===== src/rtl/branch_resolve_unit.sv =====
// Branch/jump resolver: tests a condition code against the ALU flags and
// returns the registered next PC and link value over a valid/ready handshake.
//
// state  | meaning
// IDLE   | ready for a request; evaluates at once unless flags are in flight
// WAIT   | request captured, waiting for flags_busy to clear
// RESP   | registered response held until resp_ready
module branch_resolve_unit #(
  parameter int WIDTH  = 16,
  parameter int DISP_W = 8
) (
  input  logic              clk,
  input  logic              reset,
  input  logic              req_valid,
  output logic              req_ready,
  input  logic [1:0]        req_kind,
  input  logic [3:0]        req_cond,
  input  logic [WIDTH-1:0]  req_pc,
  input  logic [DISP_W-1:0] req_disp,
  input  logic [WIDTH-1:0]  req_target,
  input  logic [4:0]        flags,
  input  logic              flags_busy,
  output logic              resp_valid,
  input  logic              resp_ready,
  output logic              resp_taken,
  output logic [WIDTH-1:0]  resp_next_pc,
  output logic              resp_link_we,
  output logic [WIDTH-1:0]  resp_link_value
);

  localparam logic [1:0] S_IDLE = 2'd0;
  localparam logic [1:0] S_WAIT = 2'd1;
  localparam logic [1:0] S_RESP = 2'd2;

  localparam logic [1:0] K_BCOND = 2'b00;
  localparam logic [1:0] K_JCOND = 2'b01;
  localparam logic [1:0] K_JAL   = 2'b10;

  logic [1:0]        r_state;
  logic [1:0]        r_kind;
  logic [3:0]        r_cond;
  logic [WIDTH-1:0]  r_pc;
  logic [DISP_W-1:0] r_disp;
  logic [WIDTH-1:0]  r_target;
  logic              r_taken;
  logic [WIDTH-1:0]  r_next_pc;
  logic              r_link_we;
  logic [WIDTH-1:0]  r_link_value;

  logic [1:0]        w_kind;
  logic [3:0]        w_cond;
  logic [WIDTH-1:0]  w_pc;
  logic [DISP_W-1:0] w_disp;
  logic [WIDTH-1:0]  w_target;
  logic [WIDTH-1:0]  w_pc_inc;
  logic [WIDTH-1:0]  w_disp_ext;
  logic              w_c, w_l, w_f, w_z, w_n;
  logic              w_cond_true;
  logic              w_flags_needed;
  logic              w_taken;
  logic              w_link_we;
  logic [WIDTH-1:0]  w_next_pc;
  logic              w_idle;
  logic              w_accept;

  assign w_idle     = (r_state == S_IDLE);
  assign w_accept   = req_valid & w_idle;
  assign req_ready  = w_idle & ~reset;
  assign resp_valid = (r_state == S_RESP);

  // In IDLE the live request is evaluated; afterwards the captured copy is.
  assign w_kind   = w_idle ? req_kind   : r_kind;
  assign w_cond   = w_idle ? req_cond   : r_cond;
  assign w_pc     = w_idle ? req_pc     : r_pc;
  assign w_disp   = w_idle ? req_disp   : r_disp;
  assign w_target = w_idle ? req_target : r_target;

  assign w_pc_inc   = w_pc + WIDTH'(1);
  assign w_disp_ext = {{(WIDTH-DISP_W){w_disp[DISP_W-1]}}, w_disp};

  assign w_c = flags[0];
  assign w_l = flags[1];
  assign w_f = flags[2];
  assign w_z = flags[3];
  assign w_n = flags[4];

  always_comb begin
    w_cond_true = 1'b0;
    case (w_cond)
      4'h0: w_cond_true = w_z;
      4'h1: w_cond_true = ~w_z;
      4'h2: w_cond_true = w_c;
      4'h3: w_cond_true = ~w_c;
      4'h4: w_cond_true = w_l;
      4'h5: w_cond_true = ~w_l;
      4'h6: w_cond_true = w_n;
      4'h7: w_cond_true = ~w_n;
      4'h8: w_cond_true = w_f;
      4'h9: w_cond_true = ~w_f;
      4'hA: w_cond_true = ~w_l & ~w_z;
      4'hB: w_cond_true = w_l | w_z;
      4'hC: w_cond_true = ~w_n & ~w_z;
      4'hD: w_cond_true = w_n | w_z;
      4'hE: w_cond_true = 1'b1;
      default: w_cond_true = 1'b0;
    endcase
  end

  assign w_flags_needed = (w_cond[3:1] != 3'b111) &&
                          ((w_kind == K_BCOND) || (w_kind == K_JCOND));

  always_comb begin
    w_taken   = 1'b0;
    w_link_we = 1'b0;
    w_next_pc = w_pc_inc;
    case (w_kind)
      K_BCOND: begin
        w_taken = w_cond_true;
        if (w_cond_true) w_next_pc = w_pc + w_disp_ext;
      end
      K_JCOND: begin
        w_taken = w_cond_true;
        if (w_cond_true) w_next_pc = w_target;
      end
      K_JAL: begin
        w_taken   = 1'b1;
        w_link_we = 1'b1;
        w_next_pc = w_target;
      end
      default: ;
    endcase
  end

  always_ff @(posedge clk or posedge reset) begin
    if (reset) begin
      r_state      <= S_IDLE;
      r_kind       <= '0;
      r_cond       <= '0;
      r_pc         <= '0;
      r_disp       <= '0;
      r_target     <= '0;
      r_taken      <= 1'b0;
      r_next_pc    <= '0;
      r_link_we    <= 1'b0;
      r_link_value <= '0;
    end else begin
      case (r_state)
        S_IDLE: begin
          if (w_accept) begin
            r_kind   <= req_kind;
            r_cond   <= req_cond;
            r_pc     <= req_pc;
            r_disp   <= req_disp;
            r_target <= req_target;
            if (w_flags_needed && flags_busy) begin
              r_state <= S_WAIT;
            end else begin
              r_taken      <= w_taken;
              r_next_pc    <= w_next_pc;
              r_link_we    <= w_link_we;
              r_link_value <= w_pc_inc;
              r_state      <= S_RESP;
            end
          end
        end
        S_WAIT: begin
          if (!flags_busy) begin
            r_taken      <= w_taken;
            r_next_pc    <= w_next_pc;
            r_link_we    <= w_link_we;
            r_link_value <= w_pc_inc;
            r_state      <= S_RESP;
          end
        end
        S_RESP: begin
          if (resp_ready) r_state <= S_IDLE;
        end
        default: r_state <= S_IDLE;
      endcase
    end
  end

  assign resp_taken      = r_taken;
  assign resp_next_pc    = r_next_pc;
  assign resp_link_we    = r_link_we;
  assign resp_link_value = r_link_value;

endmodule


===== config.mk =====
export PLATFORM = sky130hd
export DESIGN_NAME = branch_resolve_unit
export DESIGN_NICKNAME = d
export VERILOG_FILES = /design/src/rtl/branch_resolve_unit.sv
export SDC_FILE = /design/constraint.sdc
export NUM_CORES = 1
export LEC_CHECK = 0
export BUFFER_PORTS_ARGS = -buffer_cell sky130_fd_sc_hd__buf_2
export CAP_MARGIN = 0
export CORE_ASPECT_RATIO = 0.6
export CORE_MARGIN = 3
export CORE_UTILIZATION = 30
export DETAILED_ROUTE_END_ITERATION = 7
export SETUP_SLACK_MARGIN = 0.05
export SYNTH_ARGS = -nofsm -noshare
export SYNTH_HDL_FRONTEND = slang
export SYNTH_SLANG_ARGS = --single-unit
export TNS_END_PERCENT = 100

===== constraint.sdc =====
create_clock -name clk -period 3.7 [get_ports clk]
set_input_delay 0.37 -clock clk [delete_from_list [all_inputs] [get_ports clk]]
set_output_delay 0.37 -clock clk [all_outputs]
set_load 0.005 [all_outputs]

==> impl_metrics.ini <==
[die]
die_h_um = 111.2
std_cell_rows = 37
io_pins = 92
dieArea_um2 = 20170
die_w_um = 181.4
start_util_pct = 31.47
coreArea_um2 = 17590

[detailed_routing]
drt_iter0_markers = 449
firstDrtPassIters = 5
num_vias = 5130
wl_mm = 17.64
ant_nets = 0
viasPerCell = 5.406
drc = 0
wl_per_cell_um = 18.58

[pwr]
finalPower_mw = 5.640
power_frac_clock_pct = 15.5
comb_power_share_pct = 57.2
p_per_area_nw_per_um2 = 843.9
power_leakage_nw = 2.999
swShare_pct = 44.41
internal-power_mw = 3.135
power_frac_seq_pct = 27.3
vdd_drop_max_uv = 295.8
switchingPower_mw = 2.505

[worst_setup_path]
path_class = reg2reg
reg2regPathDepth = 15
cpLargestDelayFamily = compound AO/OA/AOI/OAI gates
worstPathRequired_ns = 4.00
cp_num_buf_inv = 3
end_kind = flop
crit_fanout = 12
rrSetupSlack_ns = 0.24
critPathLaunchType = flop
cpMaxStageDelayCell = dfrtp_1
path_common_cell = buf_4
crit_start = r_state[0]
crit_chain = buf_4 > nor2_4 > buf_4 > buf_4 > nand2_1 > nand2_1 > ha_1 > o211ai_1 > a21oi_1 > a221o_1 > a21o_1 > a311oi_2 > xnor2_1 > o31ai_1 > o22a_1
rr_endpoint = resp_next_pc[15]
max_stage_delay_ns = 0.39
r2r_start = r_state[0]
arrival_ns = 3.76

[sta]
relSlewSlack_pct = 39.32
clock_skew_ns = 0.009749
final_max_slew_viol_count = 0
worst_slew_pin_slew_ns = 0.9103
fmax_ghz = 0.2889
setup_violations = 0
setup_tns_ns = 0
hold_viol_final = 0
grt_setup_unrepaired = yes
worst_slack_ns = 0.2391
period_share_pct = 93.54
final.min_clock_period_ns = 3.461

[cts]
clock-sinks = 82
worstSkewPairLatency_ns = 0.35
clk_pin_slew_ns = 0.07
cts_setup_buffers = 0
numCtsBuffers = 9
cts_resized = 0
cts.htree.levels = 3
cts_hold_buf = 0
cts_tree = built
cts_root_buf = clkbuf_16
cts_max_path_buffers = 2

[final_layout]
syn_to_final_growth_pct = 20.72
nets = 783
final_layout_size_suffix_gt1_share_pct = 28.39
layoutNonFillerInstCount = 949
n_antenna_cell = 0

[grt]
grt-busiest-layer = met1
grt.met1_usage_pct = 28.39
grtUsageMet3_pct = 5.377
met2_usage_pct = 22.32
antenna_found_initial = 0
grt-ovfl-total = 0
grt_pass1_vias = 4779
grt_pass1_wl_mm = 27.91
grt_max_degree = 52
grt_usage_pct = 17.38

[hold_path]
min_path_type = in2async

[yosys]
avgSynthCellArea_um2 = 9.032
yosys_warnings = 0
syn-cell-area_um2 = 5537
synth.top_cells.by_count = nand2_1, dfrtp_1, mux2_2
synth_ff_type = dfrtp_1
synth_top_cell_area_share_pct = 37.06
ys_ff_latch = 82
synth_cell_type_count = 69
synth_nets = 686
syn_inst = 613
yosys-top-cells-area = dfrtp_1, mux2_2, nand2_1
synth-edff-count = 0
ys_async_sr_fraction_pct = 100.0
synth_most_common_cell = nand2_1
synth_top_area_cell = dfrtp_1
yosysSeqAreaShare_pct = 37.06

[placed_design]
dp_hpwl_mm = 13.69
dp.cells = 932
io_buffers = 91
place_ws_ns = 0.1736
place_congestion = 0.9703

[status]
status = finished clean

[flow_run]
max_cap_viol_count = 0
[routing by layer]
layer	vias up	wire length [um]
met2	210	6584
met4	0	78
met5	-	0
met1	2468	9272
met3	10	1701
li1	2442	-
[power by group through the flow]
| stage | combinational (mW) | sequential [mW] | clock (mW) |
|---|---|---|---|
| CTS | 3.14 | 1.53 | 0.895 |
| floorplan | 2.17 | 1.48 | 0 |
| global placement | 3.12 | 1.54 | 0 |
| detailed placement | 3.12 | 1.55 | 0 |
| finish | 3.23 | 1.54 | 0.875 |
| global route | 3.56 | 1.59 | 0.928 |
[sequential cells by signal (all words and copies together), names as in the netlist, 2 cells and up]
signal,count
r_state,2
resp_next_pc,16
r_disp,8
r_pc,16
resp_link_value,16
r_cond,4
r_kind,2
r_target,16
[worst max-delay path by stage]
stage                       endpoint  cells past startpoint
global placement    resp_next_pc[14]                     14
floorplan           resp_next_pc[15]                     16
global route        resp_next_pc[14]                     15
CTS                 resp_next_pc[14]                     14
finish              resp_next_pc[15]                     15
detailed placement  resp_next_pc[14]                     14
[cells by family (layout without fill, tap and decap cells)]
logic type / Yosys count / in the layout / synth area share (%)
buf+inv: 47 / 148 / 3.774
compound gates: 159 / 159 / 18.92
simple gates: 211 / 212 / 18.21
flops: 82 / 82 / 37.06
xor+xnor: 25 / 25 / 3.955
fa+ha+maj: 17 / 17 / 3.977
mux: 72 / 72 / 14.10
[cells in the final DEF, fill, tap and decap left out, drive strengths merged, types with 5 or more instances in the layout]
master  synthesis  routed
inv            14      13
clkbuf         19      11
nor3           12      12
o21ai          42      42
a21o            8       8
a31oi          14      14
and2           10      10
nand3          14      14
mux2i          24      24
buf            14     118
xnor2          15      15
nand2         105     105
or3b            5       5
dfrtp          82      82
mux2           48      48
nor2           32      33
o211ai         11      11
a211oi          6       6
nor4            5       5
ha             16      16
a21oi          33      33
xor2           10      10
clkinv          0       5
[area by class of cell]
cell class,instances,area [um2]
Clock buffer,11,252.7
Fill cell,1837,10910
Timing Repair Buffer,118,670.6
Inverter,14,53.80
Sequential cell,82,2052
Tap cell,234,292.8
Clock inverter,5,38.79
Multi-Input combinational cell,485,3323
[stage by stage]
| stage | util (%) | hold slack [ns] | area, um2 |
|---|---|---|---|
| 2_1_floorplan | - | 0.4698 | 5549 |
| 3_3_place_gp | 36.17 | 0.4591 | 6362 |
| 3_5_place_dp | 36.17 | 0.4657 | 6362 |
| 4_1_cts | 37.82 | 0.2240 | 6654 |
| 5_1_grt | 37.99 | 0.2422 | 6684 |
| 6_report | 37.99 | 0.1889 | 6684 |
Note: power is estimated with default switching activity, not from simulation.
